### config.mk
export PLATFORM = sky130hd
export DESIGN_NAME = fxu_reservation_station
export DESIGN_NICKNAME = d
export VERILOG_FILES = /design/src/rtl/fxu_reservation_station.sv
export SDC_FILE = /design/constraint.sdc
export NUM_CORES = 1
export LEC_CHECK = 0
export ABC_AREA = 1
export CORE_MARGIN = 5
export CORE_UTILIZATION = 25
export CTS_CLUSTER_SIZE = 40
export DETAILED_ROUTE_END_ITERATION = 8
export GPL_TIMING_DRIVEN = 0
export MAX_ROUTING_LAYER = met4
export PLACE_DENSITY = 0.45
export SLEW_MARGIN = 5
export SYNTH_ARGS = -nofsm -noshare
export SYNTH_HDL_FRONTEND = slang
export SYNTH_SLANG_ARGS = --single-unit
export TNS_END_PERCENT = 20
### constraint.sdc
create_clock -name clk -period 4.1 [get_ports clk]
set_clock_uncertainty 0.15 [all_clocks]
set_input_delay 0.82 -clock clk [delete_from_list [all_inputs] [get_ports clk]]
set_output_delay 0.82 -clock clk [all_outputs]
set_load 0.05 [all_outputs]
### src/rtl/fxu_reservation_station.sv
// Per-FXU reservation station: collapsing queue of dispatched instructions that
// captures pending operands from the CDB and issues the oldest fully-ready entry.
module fxu_reservation_station #(
   parameter int unsigned DEPTH  = 4,
   parameter int unsigned TAG_W  = 4,
   parameter int unsigned DATA_W = 16
) (
   input  logic              clk,
   input  logic              rst_n,
   input  logic              flush,
   input  logic              in_instr_valid,
   input  logic [TAG_W-1:0]  in_rob_idx,
   input  logic              in_a_valid,
   input  logic [DATA_W-1:0] in_a_value,
   input  logic [TAG_W-1:0]  in_a_owner,
   input  logic              in_b_valid,
   input  logic [DATA_W-1:0] in_b_value,
   input  logic [TAG_W-1:0]  in_b_owner,
   input  logic [3:0]        in_opcode,
   input  logic [7:0]        in_i,
   input  logic              cdb_valid,
   input  logic [TAG_W-1:0]  cdb_tag,
   input  logic [DATA_W-1:0] cdb_value,
   output logic              full,
   output logic              out_valid,
   input  logic              out_ready,
   output logic [TAG_W-1:0]  out_rob_idx,
   output logic [DATA_W-1:0] out_a_value,
   output logic [DATA_W-1:0] out_b_value,
   output logic [3:0]        out_opcode,
   output logic [7:0]        out_i
);

   localparam int unsigned CNT_W = $clog2(DEPTH + 1);
   localparam int unsigned IDX_W = $clog2(DEPTH);
   localparam int unsigned OPC_W = 4;
   localparam int unsigned IMM_W = 8;

   typedef struct packed {
      logic              valid;
      logic [TAG_W-1:0]  rob_idx;
      logic              a_rdy;
      logic [DATA_W-1:0] a_val;
      logic [TAG_W-1:0]  a_tag;
      logic              b_rdy;
      logic [DATA_W-1:0] b_val;
      logic [TAG_W-1:0]  b_tag;
      logic [OPC_W-1:0]  opcode;
      logic [IMM_W-1:0]  imm;
   } entry_t;

   entry_t            ent_q [DEPTH];
   entry_t            ent_w [DEPTH];
   entry_t            ent_d [DEPTH];
   entry_t            new_ent;
   entry_t            sel_ent;
   logic [CNT_W-1:0]  count_q;
   logic [CNT_W-1:0]  count_d;
   logic [CNT_W-1:0]  tail;
   logic              sel_found;
   logic [IDX_W-1:0]  sel_idx;
   logic              issue;
   logic              dispatch;
   logic              a_bypass;
   logic              b_bypass;

   assign full     = (count_q == CNT_W'(DEPTH));
   assign dispatch = in_instr_valid && !full;
   assign issue    = sel_found && out_ready;
   assign tail     = count_q - CNT_W'(issue);
   assign a_bypass = cdb_valid && !in_a_valid && (in_a_owner == cdb_tag);
   assign b_bypass = cdb_valid && !in_b_valid && (in_b_owner == cdb_tag);

   // Oldest ready entry, from registered state only
   always_comb begin
      sel_found = 1'b0;
      sel_idx   = '0;
      for (int i = 0; i < int'(DEPTH); i++) begin
         if (!sel_found && ent_q[i].valid && ent_q[i].a_rdy && ent_q[i].b_rdy) begin
            sel_found = 1'b1;
            sel_idx   = IDX_W'(i);
         end
      end
   end

   always_comb begin
      sel_ent = '0;
      if (sel_found) begin
         sel_ent = ent_q[sel_idx];
      end
   end

   assign out_valid   = sel_found;
   assign out_rob_idx = sel_ent.rob_idx;
   assign out_a_value = sel_ent.a_val;
   assign out_b_value = sel_ent.b_val;
   assign out_opcode  = sel_ent.opcode;
   assign out_i       = sel_ent.imm;

   // CDB wakeup applied before the shift so a moving entry keeps its capture
   always_comb begin
      for (int i = 0; i < int'(DEPTH); i++) begin
         ent_w[i] = ent_q[i];
         if (cdb_valid && !ent_q[i].a_rdy && (ent_q[i].a_tag == cdb_tag)) begin
            ent_w[i].a_rdy = 1'b1;
            ent_w[i].a_val = cdb_value;
         end
         if (cdb_valid && !ent_q[i].b_rdy && (ent_q[i].b_tag == cdb_tag)) begin
            ent_w[i].b_rdy = 1'b1;
            ent_w[i].b_val = cdb_value;
         end
      end
   end

   always_comb begin
      new_ent         = '0;
      new_ent.valid   = 1'b1;
      new_ent.rob_idx = in_rob_idx;
      new_ent.a_rdy   = in_a_valid || a_bypass;
      new_ent.a_val   = a_bypass ? cdb_value : in_a_value;
      new_ent.a_tag   = in_a_owner;
      new_ent.b_rdy   = in_b_valid || b_bypass;
      new_ent.b_val   = b_bypass ? cdb_value : in_b_value;
      new_ent.b_tag   = in_b_owner;
      new_ent.opcode  = in_opcode;
      new_ent.imm     = in_i;
   end

   // Collapse above the issued slot, then append the dispatch at the new tail
   always_comb begin
      count_d = count_q;
      for (int i = 0; i < int'(DEPTH); i++) begin
         ent_d[i] = ent_q[i];
      end
      if (flush) begin
         count_d = '0;
         for (int i = 0; i < int'(DEPTH); i++) begin
            ent_d[i].valid = 1'b0;
         end
      end else begin
         for (int i = 0; i < int'(DEPTH) - 1; i++) begin
            if (issue && (IDX_W'(i) >= sel_idx)) begin
               ent_d[i] = ent_w[i + 1];
            end else begin
               ent_d[i] = ent_w[i];
            end
         end
         ent_d[DEPTH-1] = ent_w[DEPTH-1];
         if (issue) begin
            ent_d[DEPTH-1].valid = 1'b0;
         end
         if (dispatch) begin
            for (int i = 0; i < int'(DEPTH); i++) begin
               if (CNT_W'(i) == tail) begin
                  ent_d[i] = new_ent;
               end
            end
         end
         count_d = count_q + CNT_W'(dispatch) - CNT_W'(issue);
      end
   end

   always_ff @(posedge clk or negedge rst_n) begin
      if (!rst_n) begin
         count_q <= '0;
         for (int i = 0; i < int'(DEPTH); i++) begin
            ent_q[i] <= '0;
         end
      end else begin
         count_q <= count_d;
         for (int i = 0; i < int'(DEPTH); i++) begin
            ent_q[i] <= ent_d[i];
         end
      end
   end

endmodule

After elaboration in Yosys (flattened, before gate mapping)
Index checks and enable logic that the tools add are counted.
W data, S select, Z words.
- register bits: 239
- input port bits: 84
- logic and storage cells: 153
- $add $sub $neg: 3
- $lt $le $gt $ge: 4
- equality and inequality tests: 14
- mux-type cells: 35
- bitwise logic cells: 2
- reduce and logical (&&, ||, !) cells: 54
- operators by type and width (kind ; count):
    $mux W59 ; 7
    $mux W236 ; 1
    $mux W58 ; 3
    $mux W17 ; 8
    $bmux W59 S2 ; 1
    $eq A4 B4 Y1 ; 10
    $logic_and A1 B1 Y1 ; 36
    $mux W16 ; 2
    $logic_not A1 Y1 ; 14
    $mux W1 ; 10
    $eq A2 B3 Y1 const A ; 2
    $sub A3 B1 Y3 ; 2
    $ge A1 B2 Y1 const A ; 2
    $mux W2 ; 2
    $add A3 B1 Y3 ; 1
    $eq A1 B3 Y1 const A ; 1
    $eq A3 B3 Y1 const B ; 1
    $ge A3 B3 Y1 const B ; 1
    $logic_not A3 Y1 ; 1
    $mux W3 ; 1
    $not A2 Y3 ; 1
    $reduce_and A3 Y1 ; 1
    $ge A2 B2 Y1 const A ; 1
    $logic_or A1 B1 Y1 ; 2
    $not A1 Y1 ; 1

Logic depth before layout (Yosys ltp)
- word-level depth: 24
- mapped depth: 15

Worst setup path after synthesis
OpenSTA, ideal clock, no wires.
- path type: flip-flop to output port
- from: register ent_q[230] (netlist bit)
- to: output out_b_value[0]
- arrival: 2.345 ns
- setup slack: 0.785 ns
- cell stages (with the launch flop): 9
- cell sequence: dfrtp_1 -> nand3_1 -> nand2_2 -> inv_2 -> nand2_1 -> inv_1 -> clkbuf_1 -> clkbuf_1 -> a21oi_1
- RTL lines (element ; RTL line ; RTL):
    start: declaration ; 52 ; entry_t ent_q [DEPTH];
    start signal: indexed assignment ; 172 ; ent_q[i] <= ent_d[i];
    $logic_and A1 B1 Y1 * (2 in a row) ; 79 ; if (!sel_found && ent_q[i].valid && ent_q[i].a_rdy && ent_q[i].b_rdy) begin
    $mux W1 * ; 79 ;
    $logic_not A1 Y1 ; 79 ;
    $logic_and A1 B1 Y1 (3 in a row) ; 79 ;
    $mux W1 * ; 79 ;
    $logic_not A1 Y1 ; 79 ;
    $logic_and A1 B1 Y1 (3 in a row) ; 79 ;
    $mux W1 * ; 79 ;
    $logic_not A1 Y1 ; 79 ;
    $logic_and A1 B1 Y1 (3 in a row) ; 79 ;
    $mux W1 * ; 79 ;
    named net out_valid ; 25 ; output logic out_valid,
    $mux W58 * ; 88 ; if (sel_found) begin
    end: declaration ; 29 ; output logic [DATA_W-1:0] out_b_value,
Mark *: on every way through the listed nets, which the timed path passes. The rest lies on a longest branch. The select of a mux whose other input is x is not followed.

Final worst setup path
- from: register ent_q[58] (netlist bit)
- to: output out_b_value[2]
- cells in the longest elaborated chain, start to end: 9
- RTL lines (element ; RTL line ; RTL):
    $logic_and A1 B1 Y1 * (3 in a row) ; 79 ;
    $mux W2 ; 79 ;
    $not A2 Y3 (implied by the code) ; 89 ; sel_ent = ent_q[sel_idx];
    $bmux W59 S2 ; 89 ;
    $mux W58 (implied by the code) (2 in a row) ; 89 ;
    $mux W58 * ; 88 ;
Mark *: on every way between the ends. The rest lies on a longest branch, timed or not. The select of a mux whose other input is x is not followed.

==> impl_summary.md <==
Run status
The run finished, with violations left. The checks that failed: negative setup slack.

Synthesis
The combined area of all synthesized cells is 18400 um^2. The distinct cell type count of the synthesized netlist is 31. The number of nets in the synthesized netlist is 3127.

A synthesized cell averages 6.05 um^2. The number of instances in the synthesized netlist is 3040. The synthesis-stage register bit count is 239. The share of the Yosys chip area taken by registers is 0.325. The Yosys step of the flow raised 0 warnings.

STA
For this run, the top clock speed supported by timing is 242 MHz. Setup violations remaining at the end of the flow were counted as 5. The number of hold violations in the final report was 0. Measured against its own limit, the worst slew margin works out to 0.264. Setup repair after global routing could not meet its margin everywhere. The sum of negative setup slack is -0.0782 ns. The final max-slew violation count is 0. In the finished design, the share of the clock period the worst path needs comes to 1.01. Final hold analysis gives a worst-case slack of 0.0368 ns. The worst path setup slack after routing is -0.0291 ns. The time the final worst path needs with I/O delays and setup is 4.13 ns. The actual transition at the worst max-transition pin is 1.10 ns.

Detailed routing
Summed over all layers, the routed wires come to 101000 um. Once detail routing completed, the nets flagged for antenna violations numbered 0. The detailed-router iteration count before antenna repair is 6. After the first detailed-routing iteration, the DRC count stood at 2342. The overall via count from detail_route is 22200.

In the final routed layout, each cell accounts on average for 23.9 um. For this run, design rule violations remaining after detail routing come to 0. The detail-routed via count per cell is 5.28.

Die
The number of placed I/O pins is 134. The die boundary height is 281 um. For this configuration, the core starts out at a cell density of 0.252.

The floorplan step defined a core boundary enclosing 73000 um^2. The die area is 79100 um^2. The standard-cell row count is 99. Measured along the x axis, the die boundary spans 281 um.

Global route
The first global-routing pass estimated 143000 um of wire. The via count of the first global-routing pass came to 20800. The global route total overflow is 0. The number of antenna violations at the first check in global routing is 2. Across every metal layer, demand over resource in global routing totals 0.251. Entering global routing, the biggest net connects 104 pins.

Critical path
For the worst setup path, the data arrival time is 3.16 ns. The type of the worst setup path is reg2out. The worst setup path is launched from a flop. The maximum single-stage delay on the critical path is 0.55 ns. The required time reported for the critical path endpoint is 3.13 ns. The gate family responsible for the most delay along the worst path is buffers and inverters. The cell with the largest stage delay on the worst path is sky130_fd_sc_hd__clkbuf_1. The worst setup path is captured at a primary output. Of all nets on the critical path, the largest fanout is 10. The critical path goes through nand3_1 > nand2_1 > inv_2 > nor2_4 > buf_4 > clkbuf_1 > a21oi_1 > o21ai_0 > a21oi_2 > clkdlybuf4s18_2. Together, buffers and inverters on the worst path number 4.

Power
For this design the static power due to leakage is 11.1 nW. The switching power summed over all nets is 0.00728 W. The combinational group share of total power is 0.497. The switching share of total power is 0.493. Of the total power, registers draw 0.287. Of the total power, the clock network draws 0.217. The worst-case IR drop observed on VDD is 290 uV.

The power per cell area is 666 nW/um^2. Cell internal power was estimated by the tool at 0.00749 W.

CTS
The deepest clock path buffer count is 3. The clock root buffer master is sky130_fd_sc_hd__clkbuf_16. The H-tree was split into 2 levels. TritonCTS built the clock tree. Buffers inserted during clock tree synthesis total 36. Hold repair after CTS inserted 0 buffers. After clock tree synthesis, the clock-pin slew on the worst setup and hold paths is 0.06 ns.

At the later pin of the worst-skew pair, clock insertion delay measures 0.59 ns. The total clock sinks is 239.

Cells and area
In the final layout, the multi-input gates occupy 10600 um^2. In the final layout, the share of cells above drive strength 1 is 0.0851. The number of nets in the finished design is 3304. The filler cells instantiated in the layout total 8346.

The synthesis-to-layout area growth is 20.6%. Excluding fillers, the count of instances in the completed layout stands at 4205. The register cell area after layout is 5980 um^2.

Placement
The count of buffers inserted at the top-level ports is 131. Including well taps, the total number of placed cells is 4132. After legalization and detailed placement, the total HPWL measured 76000 um.

The final weighted congestion of routability-driven global placement is 0.975.

Worst hold path
The min-delay analysis places its worst path in the category in2async.

Run
The number of max-cap violations is 0.
-- path summary, 6_finish.rpt --
check	slack, ns	from	end	cells after the start
max in group asynchronous	2.80	rst_n	ent_q[1]$_DFFE_PN0P_	2
max reg2reg	0.41	ent_q[58]$_DFF_PN0_	ent_q[22]$_DFFE_PN0N_	15
min reg2reg	0.32	ent_q[76]$_DFFE_PN0N_	ent_q[76]$_DFFE_PN0N_	2
min	0.04	rst_n	ent_q[223]$_DFFE_PN0N_	1
max	-0.03	ent_q[58]$_DFF_PN0_	out_b_value[2]	10
min in group clk	0.32	ent_q[76]$_DFFE_PN0N_	ent_q[76]$_DFFE_PN0N_	2
-- state kept, by name, summed over array words and instances (netlist names) --
name     flops
ent_q      236
count_q      3
-- cells by family after synthesis --
kind of cell	count (synthesis)	share of synthesized area
simple gates	1928	0.458
buf+inv	473	0.103
compound gates	387	0.106
flops	239	0.325
xor+xnor	10	0.00476
fa+ha+maj	3	0.00245
-- cell usage in the layout (no fill, tap or decap), types with 10 or more instances in the layout --
cell and count:
sky130_fd_sc_hd__a21oi_2 10, sky130_fd_sc_hd__clkdlybuf4s50_1 82, sky130_fd_sc_hd__clkbuf_2 19, sky130_fd_sc_hd__a21oi_1 127, sky130_fd_sc_hd__buf_1 14, sky130_fd_sc_hd__clkbuf_16 36
sky130_fd_sc_hd__clkbuf_4 10, sky130_fd_sc_hd__nor2_2 13, sky130_fd_sc_hd__nand3_1 607, sky130_fd_sc_hd__clkdlybuf4s15_2 17, sky130_fd_sc_hd__clkbuf_1 106, sky130_fd_sc_hd__nor2_1 213
sky130_fd_sc_hd__o21ai_1 33, sky130_fd_sc_hd__buf_4 15, sky130_fd_sc_hd__nand2_1 971, sky130_fd_sc_hd__o21ai_0 212, sky130_fd_sc_hd__inv_1 246, sky130_fd_sc_hd__buf_2 92
sky130_fd_sc_hd__nand4_1 96, sky130_fd_sc_hd__dfrtp_1 239
-- cell usage after synthesis --
master	instances	area, um^2
sky130_fd_sc_hd__fa_1	1	20.0
sky130_fd_sc_hd__buf_2	69	345
sky130_fd_sc_hd__nor3_4	1	16.3
sky130_fd_sc_hd__ha_1	2	25.0
sky130_fd_sc_hd__nor2_1	213	800
sky130_fd_sc_hd__nor2_4	8	90.1
sky130_fd_sc_hd__nand3_1	607	3040
sky130_fd_sc_hd__buf_4	7	52.6
sky130_fd_sc_hd__a31oi_1	3	18.8
sky130_fd_sc_hd__buf_6	2	22.5
sky130_fd_sc_hd__nand3_2	6	60.1
sky130_fd_sc_hd__a21oi_2	2	17.5
sky130_fd_sc_hd__inv_1	246	923
sky130_fd_sc_hd__xnor2_1	1	8.76
sky130_fd_sc_hd__clkbuf_1	119	447
sky130_fd_sc_hd__o21ai_1	33	165
sky130_fd_sc_hd__nand4_1	96	601
sky130_fd_sc_hd__nand2_1	972	3650
sky130_fd_sc_hd__xor2_1	9	78.8
sky130_fd_sc_hd__nor2_2	14	87.6
sky130_fd_sc_hd__a21oi_1	135	676
sky130_fd_sc_hd__inv_2	9	33.8
sky130_fd_sc_hd__nand3b_1	2	15.0
sky130_fd_sc_hd__nand2_2	6	37.5
sky130_fd_sc_hd__nor3_2	1	10.0
sky130_fd_sc_hd__clkinv_1	3	11.3
sky130_fd_sc_hd__nand2_4	2	22.5
sky130_fd_sc_hd__dfrtp_1	239	5980
sky130_fd_sc_hd__o21ai_2	2	17.5
sky130_fd_sc_hd__o21ai_0	212	1060
sky130_fd_sc_hd__buf_1	18	67.6
-- metrics by stage --
stage,power [W],setup WS (ns),util,area (um^2)
finish,0.0148,-0.0291,0.304,22200
global route,0.0158,-0.0633,0.304,22200
CTS,0.0147,-0.0428,0.305,22300
detailed placement,0.0114,-0.745,0.287,21000
global placement,0.0114,-9.95,0.287,20900
floorplan,0.00895,0.785,-,18400
-- power groups by stage --
stage / clock [W] / combinational (W) / sequential (W)
final: 0.00320 / 0.00734 / 0.00423
after global routing: 0.00334 / 0.00812 / 0.00435
after CTS: 0.00325 / 0.00720 / 0.00421
after detailed placement: 0 / 0.00718 / 0.00423
after global placement: 0 / 0.00716 / 0.00425
after floorplan: 0 / 0.00498 / 0.00397
-- area by class of cell --
class / count / share of cell area
Multi-Input combinational cell: 2328 / 0.476
Sequential cell: 239 / 0.270
Timing Repair Buffer: 139 / 0.0588
Tap cell: 959 / 0.0541
Clock buffer: 53 / 0.0466
Buffer: 215 / 0.0451
Inverter: 258 / 0.0437
Clock inverter: 11 / 0.00620
Antenna cell: 3 / 0.000338
-- per-layer routing --
| metal | up-vias | routed length, um | track usage |
|---|---|---|---|
| met5 | - | 0 | - |
| met4 | 0 | 2860 | 0.0711 |
| met3 | 148 | 8390 | 0.0428 |
| met2 | 1075 | 44200 | 0.376 |
| met1 | 10600 | 45100 | 0.352 |
| li1 | 10300 | - | - |
-- what timing repair did --
| action | in CTS | in global routing |
|---|---|---|
| pin swaps | 1 | 1 |
| setup buffers | 4 | 2 |
| gates resized for setup | 205 | 42 |
| setup endpoints to repair | 49 | 38 |
Note: power is estimated with default switching activity, not from simulation.
